File: config.mk
export PLATFORM = sky130hd
export DESIGN_NAME = uart_status_link
export DESIGN_NICKNAME = d
export VERILOG_FILES = /design/src/rtl/uart_status_link_pkg.sv /design/src/rtl/uart_status_link_rx.sv /design/src/rtl/uart_status_link_tx.sv /design/src/rtl/uart_status_link.sv
export SDC_FILE = /design/constraint.sdc
export NUM_CORES = 1
export LEC_CHECK = 0
export CAP_MARGIN = 25
export CORE_MARGIN = 2
export CORE_UTILIZATION = 65
export CTS_BUF_LIST = sky130_fd_sc_hd__clkbuf_16
export DETAILED_ROUTE_END_ITERATION = 8
export PLACE_DENSITY = 0.89
export SLEW_MARGIN = 20
export SYNTH_ARGS = -nofsm -noshare
export SYNTH_HDL_FRONTEND = slang
export SYNTH_SLANG_ARGS = --single-unit
File: constraint.sdc
create_clock -name clk -period 9.95 [get_ports clk]
set_input_delay 2.985 -clock clk [delete_from_list [all_inputs] [get_ports clk]]
set_output_delay 2.985 -clock clk [all_outputs]
set_load 0.05 [all_outputs]
File: src/rtl/uart_status_link_pkg.sv
// Shared types and frame constants for the UART status link.
// Holds the FSM state enums and the per-index frame byte builder.
package uart_status_link_pkg;

    localparam int         FRAME_LEN = 12;
    localparam logic [7:0] HDR0      = 8'h55;
    localparam logic [7:0] HDR1      = 8'hAA;
    // XOR of the fixed filler bytes 0x04..0x0A
    localparam logic [7:0] FILL_XOR  = 8'h04 ^ 8'h05 ^ 8'h06 ^ 8'h07 ^ 8'h08 ^ 8'h09 ^ 8'h0A;

    typedef enum logic [1:0] {
        GEN_IDLE,
        GEN_SEND,
        GEN_WAIT_BUSY,
        GEN_WAIT_DONE
    } gen_state_e;

    typedef enum logic [1:0] {
        UART_IDLE,
        UART_START,
        UART_DATA,
        UART_STOP
    } uart_state_e;

    function automatic logic [7:0] frame_byte(input logic [3:0] idx,
                                              input logic [7:0] led_s,
                                              input logic [7:0] cnt_s);
        logic [7:0] b;
        case (idx)
            4'd0:    b = HDR0;
            4'd1:    b = HDR1;
            4'd2:    b = led_s;
            4'd3:    b = cnt_s;
            4'd11:   b = HDR0 ^ HDR1 ^ FILL_XOR ^ led_s ^ cnt_s;
            default: b = {4'h0, idx};
        endcase
        return b;
    endfunction

endpackage

File: src/rtl/uart_status_link_rx.sv
// 8N1 deserializer: 2-flop sync, falling-edge start, mid-bit sampling into led.
// Latency: led updates one cycle after the stop-bit midpoint sample; no backpressure.
module uart_status_link_rx #(
    parameter int BPS_NUM = 645
) (
    input  logic       clk,
    input  logic       reset,
    input  logic       uart_rx,
    output logic [7:0] led
);
    import uart_status_link_pkg::*;

    localparam int             CW   = $clog2(BPS_NUM);
    localparam logic [CW-1:0]  LAST = CW'(BPS_NUM - 1);
    localparam logic [CW-1:0]  HALF = CW'(BPS_NUM / 2 - 1);

    uart_state_e   state_q, state_d;
    logic [CW-1:0] cnt_q, cnt_d;
    logic [2:0]    bit_q, bit_d;
    logic [7:0]    shift_q, shift_d;
    logic [7:0]    led_q, led_d;
    logic          rx_meta_q, rx_sync_q, rx_prev_q;

    always_ff @(posedge clk or posedge reset) begin
        if (reset) begin
            state_q   <= UART_IDLE;
            cnt_q     <= '0;
            bit_q     <= '0;
            shift_q   <= '0;
            led_q     <= '0;
            rx_meta_q <= 1'b1;
            rx_sync_q <= 1'b1;
            rx_prev_q <= 1'b1;
        end else begin
            state_q   <= state_d;
            cnt_q     <= cnt_d;
            bit_q     <= bit_d;
            shift_q   <= shift_d;
            led_q     <= led_d;
            rx_meta_q <= uart_rx;
            rx_sync_q <= rx_meta_q;
            rx_prev_q <= rx_sync_q;
        end
    end

    always_comb begin
        state_d = state_q;
        cnt_d   = cnt_q;
        bit_d   = bit_q;
        shift_d = shift_q;
        led_d   = led_q;
        case (state_q)
            UART_IDLE: begin
                if (rx_prev_q && !rx_sync_q) begin
                    state_d = UART_START;
                    cnt_d   = '0;
                end
            end
            UART_START: begin
                // A start bit that is high again at its midpoint was a glitch
                if (cnt_q == HALF) begin
                    cnt_d   = '0;
                    bit_d   = '0;
                    state_d = rx_sync_q ? UART_IDLE : UART_DATA;
                end else begin
                    cnt_d = cnt_q + 1'b1;
                end
            end
            UART_DATA: begin
                if (cnt_q == LAST) begin
                    cnt_d   = '0;
                    shift_d = {rx_sync_q, shift_q[7:1]};
                    if (bit_q == 3'd7) state_d = UART_STOP;
                    else               bit_d   = bit_q + 1'b1;
                end else begin
                    cnt_d = cnt_q + 1'b1;
                end
            end
            UART_STOP: begin
                if (cnt_q == LAST) begin
                    cnt_d   = '0;
                    state_d = UART_IDLE;
                    if (rx_sync_q) led_d = shift_q;
                end else begin
                    cnt_d = cnt_q + 1'b1;
                end
            end
            default: state_d = UART_IDLE;
        endcase
    end

    assign led = led_q;

endmodule

File: src/rtl/uart_status_link_tx.sv
// 8N1 serializer: start, 8 data bits LSB first, stop, each BPS_NUM cycles.
// Latency: start bit one cycle after tx_pulse; pulses while tx_busy are dropped.
module uart_status_link_tx #(
    parameter int BPS_NUM = 645
) (
    input  logic       clk,
    input  logic       reset,
    input  logic       tx_pulse,
    input  logic [7:0] tx_data,
    output logic       tx_busy,
    output logic       uart_tx
);
    import uart_status_link_pkg::*;

    localparam int            CW   = $clog2(BPS_NUM);
    localparam logic [CW-1:0] LAST = CW'(BPS_NUM - 1);

    uart_state_e   state_q, state_d;
    logic [CW-1:0] cnt_q, cnt_d;
    logic [2:0]    bit_q, bit_d;
    logic [7:0]    shift_q, shift_d;
    logic          tx_q, tx_d;

    always_ff @(posedge clk or posedge reset) begin
        if (reset) begin
            state_q <= UART_IDLE;
            cnt_q   <= '0;
            bit_q   <= '0;
            shift_q <= '0;
            tx_q    <= 1'b1;
        end else begin
            state_q <= state_d;
            cnt_q   <= cnt_d;
            bit_q   <= bit_d;
            shift_q <= shift_d;
            tx_q    <= tx_d;
        end
    end

    always_comb begin
        state_d = state_q;
        cnt_d   = cnt_q;
        bit_d   = bit_q;
        shift_d = shift_q;
        tx_d    = tx_q;
        case (state_q)
            UART_IDLE: begin
                if (tx_pulse) begin
                    state_d = UART_START;
                    cnt_d   = '0;
                    shift_d = tx_data;
                    tx_d    = 1'b0;
                end
            end
            UART_START: begin
                if (cnt_q == LAST) begin
                    cnt_d   = '0;
                    bit_d   = '0;
                    state_d = UART_DATA;
                    tx_d    = shift_q[0];
                end else begin
                    cnt_d = cnt_q + 1'b1;
                end
            end
            UART_DATA: begin
                if (cnt_q == LAST) begin
                    cnt_d   = '0;
                    shift_d = {1'b0, shift_q[7:1]};
                    if (bit_q == 3'd7) begin
                        state_d = UART_STOP;
                        tx_d    = 1'b1;
                    end else begin
                        bit_d = bit_q + 1'b1;
                        tx_d  = shift_q[1];
                    end
                end else begin
                    cnt_d = cnt_q + 1'b1;
                end
            end
            UART_STOP: begin
                if (cnt_q == LAST) begin
                    cnt_d   = '0;
                    state_d = UART_IDLE;
                end else begin
                    cnt_d = cnt_q + 1'b1;
                end
            end
            default: state_d = UART_IDLE;
        endcase
    end

    assign tx_busy = (state_q != UART_IDLE);
    assign uart_tx = tx_q;

endmodule

File: src/rtl/uart_status_link.sv
// Status UART: rx byte drives led; each enabled vsync rise sends a 12-byte status frame.
// Latency: first start bit 2 cycles after trigger; triggers during a frame are dropped.
module uart_status_link #(
    parameter int BPS_NUM = 645
) (
    input  logic       clk,
    input  logic       reset,
    input  logic       uart_rx,
    input  logic [1:0] r_vsync_i,
    output logic [7:0] led,
    output logic       uart_tx
);
    import uart_status_link_pkg::*;

    gen_state_e gen_q, gen_d;
    logic [3:0] idx_q, idx_d;
    logic [7:0] fcnt_q, fcnt_d;
    logic [7:0] snap_led_q, snap_led_d;
    logic [7:0] snap_cnt_q, snap_cnt_d;
    logic       vs_prev_q;
    logic       trig, tx_pulse, tx_busy;
    logic [7:0] tx_data;

    uart_status_link_rx #(.BPS_NUM(BPS_NUM)) u_rx (
        .clk     (clk),
        .reset   (reset),
        .uart_rx (uart_rx),
        .led     (led)
    );

    uart_status_link_tx #(.BPS_NUM(BPS_NUM)) u_tx (
        .clk      (clk),
        .reset    (reset),
        .tx_pulse (tx_pulse),
        .tx_data  (tx_data),
        .tx_busy  (tx_busy),
        .uart_tx  (uart_tx)
    );

    always_ff @(posedge clk or posedge reset) begin
        if (reset) begin
            gen_q      <= GEN_IDLE;
            idx_q      <= '0;
            fcnt_q     <= '0;
            snap_led_q <= '0;
            snap_cnt_q <= '0;
            vs_prev_q  <= 1'b0;
        end else begin
            gen_q      <= gen_d;
            idx_q      <= idx_d;
            fcnt_q     <= fcnt_d;
            snap_led_q <= snap_led_d;
            snap_cnt_q <= snap_cnt_d;
            vs_prev_q  <= r_vsync_i[0];
        end
    end

    assign trig    = r_vsync_i[0] && !vs_prev_q && r_vsync_i[1];
    assign tx_data = frame_byte(idx_q, snap_led_q, snap_cnt_q);

    always_comb begin
        gen_d      = gen_q;
        idx_d      = idx_q;
        fcnt_d     = fcnt_q;
        snap_led_d = snap_led_q;
        snap_cnt_d = snap_cnt_q;
        tx_pulse   = 1'b0;
        case (gen_q)
            GEN_IDLE: begin
                if (trig) begin
                    gen_d      = GEN_SEND;
                    idx_d      = '0;
                    snap_led_d = led;
                    snap_cnt_d = fcnt_q;
                end
            end
            GEN_SEND: begin
                tx_pulse = 1'b1;
                gen_d    = GEN_WAIT_BUSY;
            end
            GEN_WAIT_BUSY: begin
                if (tx_busy) gen_d = GEN_WAIT_DONE;
            end
            GEN_WAIT_DONE: begin
                if (!tx_busy) begin
                    if (idx_q == 4'(FRAME_LEN - 1)) begin
                        gen_d  = GEN_IDLE;
                        fcnt_d = fcnt_q + 1'b1;
                    end else begin
                        idx_d = idx_q + 1'b1;
                        gen_d = GEN_SEND;
                    end
                end
            end
            default: gen_d = GEN_IDLE;
        endcase
    end

endmodule

After elaboration in Yosys (flattened, before gate mapping) --
Cells that the tools add are included.
Word-level totals: register bits 89, input port bits 5, logic and storage cells 138, output and inout bits 9
Operators by class: equal/unequal tests 34, muxes and demuxes 47, add/sub/neg operators 6, reductions and logical operators 29, bitwise logic cells 3
Operators with widths (number):
- two-way mux 10 bit | 5
- one-hot mux 8 bit (5 select lines) | 1
- one-hot mux 10 bit (3 select lines) | 1
- two-way mux 2 bit | 14
- one-hot mux 2 bit (4 select lines) | 3
- adder 10 x 1 -> 10 bit (second input constant) | 2
- equality test 10 bit (second input constant) | 2
- one-hot mux 10 bit (2 select lines) | 1
- two-way mux 3 bit | 6
- inequality test 2 x 1 -> 1 bit (second input constant) | 9
- two-way mux 8 bit | 2
- one-hot mux 8 bit (2 select lines) | 1
- AND reduction 4 bit | 4
- inequality test 2 bit (second input constant) | 7
- equality test 2 bit (second input constant) | 6
- two-way mux 4 bit | 3
- one-hot mux 3 bit (2 select lines) | 2
- AND reduction 3 bit | 4
- equality test 10 x 9 -> 1 bit (second input constant) | 1
- AND reduction 5 bit | 2
- nonzero test 2 bit | 5
- adder 8 x 1 -> 8 bit (second input constant) | 1
- equality test 4 x 2 -> 1 bit (second input constant) | 2
- one-hot mux 4 bit (2 select lines) | 1
- 19 further kinds | 34

Logic depth before layout (Yosys ltp) --
word-level depth 5, depth in mapped cells 8, gate-level depth less buffers 7

Modules after synthesis --
From an unflattened synthesis, not the netlist that was laid out.
Second synthesis, totals: cell total of the unflattened synthesis 450, area, all modules 4994.8 sq um
By module, submodules not included:
- uart_status_link | area an instance 1829.3 sq um, instances 1, cells an instance 161, seq. area each 775.7 sq um
- uart_status_link_rx | area an instance 1732.9 sq um, instances 1, cells an instance 149, seq. area each 854.6 sq um
- uart_status_link_tx | area an instance 1432.6 sq um, instances 1, cells an instance 140, seq. area each 601.8 sq um

Worst setup path after synthesis --
OpenSTA, ideal clock, no wires.
path type in2reg, from in r_vsync_i[1], to reg snap_cnt_q[0], buffers on the path 1, setup slack 5.848 ns, cell stages on the path 3, arrival 3.977 ns, library setup time 0.125 ns, data required time 9.825 ns, cell sequence nand4b_1 clkbuf_1 mux2_2
On the way: word-level cells in the longest chain between the ends 2
RTL lines:
- start: declaration | RTL line uart_status_link.sv:9 | input logic [1:0] r_vsync_i,
- logical AND 1 bit | RTL line uart_status_link.sv:58 | assign trig = r_vsync_i[0] && !vs_prev_q && r_vsync_i[1];
- AND reduction 2 bit (no line)
- end signal: assignment | RTL line uart_status_link.sv:53 | snap_cnt_q <= snap_cnt_d;
- end: declaration | RTL line uart_status_link.sv:19 | logic [7:0] snap_cnt_q, snap_cnt_d;
No other way between the ends. A chain may end at the register's enable or synchronous reset.

Worst setup path in the final report --
from in r_vsync_i[0], to reg idx_q[2]
On the way: word-level cells in the longest chain between the ends 4
RTL lines:
- logical AND 1 bit (2 in series) | RTL line uart_status_link.sv:58
- inequality test 2 bit (no line)
- AND reduction 4 bit (no line)
- end signal: assignment | RTL line uart_status_link.sv:50 | idx_q <= idx_d;
- end: declaration | RTL line uart_status_link.sv:16 | logic [3:0] idx_q, idx_d;
No other way between the ends.

==> results.tsv <==
stage	metric	value	unit
floorplan	initial_utilization	68.2	%
yosys	post_synthesis_instance_area	0.00468	mm^2
yosys	area_share_of_the_leading_cell_type_in_the_synthesized_netlist	45.4	%
layout	layout.area.seq	0.00223	mm^2
worst_hold_path	hold_class	reg -> reg	
sta	grt_setup_unrepaired	false	
critical_path	crit_path_cells	clkdlybuf4s50_1 > nand4b_1 > o21ai_0 > a31oi_1 > a31o_2	
sta	final-max-slew-violation-count	0	
layout	most-common-layout-cells	85 x dfrtp_1, 45 x o21ai_0, 39 x nand2_1	
clock_tree	path_clk_slew	70	ps
yosys	synth_area_per_cell	10.4	um^2
yosys	synthArstFlopShare	100	%
layout	fillers	431	
critical_path	path_buf_inv	1	
critical_path	path_max_fanout	18	
drt	via_count	3642	
yosys	postSynthRegisterBits	89	
clock_tree	cts_buffer_depth	2	
yosys	ys_types	63	
floorplan	placement_rows	30	
layout	combined_area_of_the_multi_input_logic_cells	0.00230	mm^2
floorplan	floorplan.die.height	88.9	um
critical_path	worstSetupStartpointType	primary input	
clock_tree	tritoncts_num_sinks	89	
yosys	count_of_flip_flops_with_a_built_in_enable_after_synthesis	0	
global_routing	antenna_violations_before_repair	0	
power_and_ir_drop	share_seq_of_total_power	49.5	%
drt	vias_per_cell	6.49	
power_and_ir_drop	power.clock.fraction	42.1	%
clock_tree	cts-buffers-inserted	9	
floorplan	design.core.area	0.00687	mm^2
layout	post_route_cells_drive_above_1_share	14.8	%
power_and_ir_drop	netSwitchingPower	204	uW
sta	finalSetupViolations	0	
clock_tree	cts_setup_buffers	0	
sta	clock-skew-final	8.22	ps
power_and_ir_drop	irDropWorstVdd	0.187	mV
clock_tree	cts.repair.resized	0	
drt	wirelength	10.3	mm
drt	route.detailed.drc	0	
sta	timing_hold_violations_final	0	
critical_path	timing.critical_path.max_delay_family	compound AO/OA/AOI/OAI gates	
outcome	status	completed	
global_routing	wire_length_of_the_first_global_routing_pass	17.7	mm
power_and_ir_drop	power-per-cell-area	155	mW/mm^2
yosys	ys.warnings.count	0	
drt	drt_iter0_drc	321	
sta	max-slew-margin-rel	38.2	%
yosys	cells_after_synth	451	
drt	route.detailed.wl_per_inst	18.4	um
power_and_ir_drop	switching_share	25.5	%
yosys	post_synth_main_area_contributors	dfrtp_1 45%, mux2_2 8.2%, ha_1 5.9%, o21ai_0 4.8%, nand2_1 3.1%	
place	preCtsSetupSlack	4840	ps
sta	worst_slew_pin_slew	923	ps
place	gp_congestion	0.881	
clock_tree	tritoncts	built	
sta	final_period_minus_worst_setup_slack	4790	ps
sta	period_share	48.1	%
floorplan	io_pins	14	
layout	post_layout_net_count	487	
clock_tree	worst_skew_pair.late_latency	350	ps
yosys	synth_top_cell_by_area	dfrtp_1	
sta	finalWorstSetupSlack	5160	ps
clock_tree	htree_num_levels	3	
layout	area_growth_syn_to_layout	10.7	%
power_and_ir_drop	power.leakage	0.00238	uW
floorplan	die_area	0.00790	mm^2
global_routing	grt_overall_usage	29.3	%
global_routing	grt_max_degree	49	
sta	max_freq	209	MHz
run	max_cap_viol_count	0	
global_routing	total_congestion_overflow	0	
critical_path	cp_slowest_stage_delay	730	ps
layout	most_common_library_cell_in_the_layout_ignoring_fill_and_taps	dfrtp_1	
clock_tree	cts_hold_buf	0	
sta	timing.setup.tns	0	ps
critical_path	timing.critical_path.required	10190	ps
yosys	synthesis.nets	478	
layout	diodes	0	
yosys	dominantRegCellSynth	dfrtp_1	
critical_path	crit_slowest_cell	nand4b_1	
power_and_ir_drop	cell_internal_power_dissipation	598	uW
critical_path	kind_of_end_point_of_the_critical_path	flop	
critical_path	path_class	in -> reg	
yosys	synth_sequential_area_ratio	47.7	%
floorplan	die_w	88.9	um
place	hpwl	6.42	mm
critical_path	cp.arrival	5030	ps
power_and_ir_drop	power.share.combinational	8.4	%
drt	firstDrtPassIters	5	
clock_tree	cts-root-buf	clkbuf_16	
place	numPortBuffers	13	
global_routing	number_of_global_route_vias_before_repair	3579	
drt	residual_antenna_violating_net_count_after_detailed_routing	0	
## routing by layer
metal  vias to the layer above  wire length [um]  global-route usage [%]
met3                        36               430                    4.76
met1                      1808              4430                    39.0
met2                       132              5180                    47.5
met4                         0               303                    13.4
met5                         -                 0                       0
li1                       1666                 -                       -
## flip-flops by register name, summed over array words and instances, names as in the netlist, 4 cells and up, named ones only
signal / count
snap_cnt_q: 8
u_rx.led: 8
u_tx.cnt_q: 10
u_rx.shift_q: 8
snap_led_q: 8
u_rx.cnt_q: 10
idx_q: 4
fcnt_q: 8
u_tx.shift_q: 8
## final timing paths
| check | to | from | slack (ps) | cells after the start |
|---|---|---|---|---|
| hold reg to reg | u_rx.rx_sync_q | u_rx.rx_meta_q | 360 | 0 |
| min in group asynchronous | u_tx.cnt_q[3] | reset | 3110 | 3 |
| max in group asynchronous | u_rx.rx_sync_q | reset | 6170 | 4 |
| hold / removal | u_rx.rx_sync_q | u_rx.rx_meta_q | 360 | 0 |
| setup / recovery | idx_q[2] | r_vsync_i[0] | 5160 | 5 |
| setup reg to reg | fcnt_q[7] | idx_q[0] | 7410 | 6 |
## power by group through the flow
stage	Combinational (uW)	Sequential [uW]	Clock [uW]
after global placement	60.4	401	0
after detailed placement	65.1	403	0
final	67.1	397	338
after CTS	67.0	397	341
after global routing	74.8	399	356
after floorplan	53.1	396	0
## worst reg2reg max path, stage by stage (launching register included)
cell and delay (ps):
dfrtp_1 440, ha_1 660, and3b_1 340, and3_1 330, nand4_1 240, nor3_1 280
xor2_1 180
## logic make-up (layout without fill, tap and decap cells)
| logic type | count (synthesis) | in the layout | share of synthesized area (%) |
|---|---|---|---|
| AOI/OAI and AO/OA | 125 | 125 | 17.5 |
| xor gates and xnor gates | 11 | 11 | 2.06 |
| adders and majority gates | 22 | 22 | 5.88 |
| buffers and inverters | 36 | 50 | 3.26 |
| DFF | 89 | 89 | 47.7 |
| muxes | 34 | 34 | 8.18 |
| and+or+nand+nor | 134 | 134 | 15.4 |
## final cells by class
cell class,count,area share (%)
Tap cell,96,2.32
Multi-Input combinational cell,326,44.3
Timing Repair Buffer,15,3.18
Sequential cell,89,43.0
Clock buffer,9,4.34
Clock inverter,7,1.40
Inverter,19,1.40
## synthesized netlist by cell type (all sizes together), types with 6 or more instances
cell type / count
a31oi: 8
o21ai: 45
a21o: 7
nor2: 22
nand4: 7
nor3: 12
inv: 18
clkbuf: 9
a21boi: 6
nand4b: 6
xnor2: 6
ha: 22
nor3b: 8
o32ai: 6
nand2: 39
nand2b: 7
a21oi: 24
dfrtp: 85
mux2: 34
nand3: 11
buf: 8
and3: 6
## stage by stage
step,utilization [%],hold WS (ps),cell area (um^2),total power [uW],cells
6_report,75.5,360,5190,802,561
5_1_grt,75.5,366,5190,831,561
4_1_cts,75.5,361,5190,804,561
3_5_place_dp,71.2,352,4890,468,545
3_3_place_gp,70.8,347,4860,462,544
2_1_floorplan,-,345,4680,449,451
(Power assumes the default switching activity.)
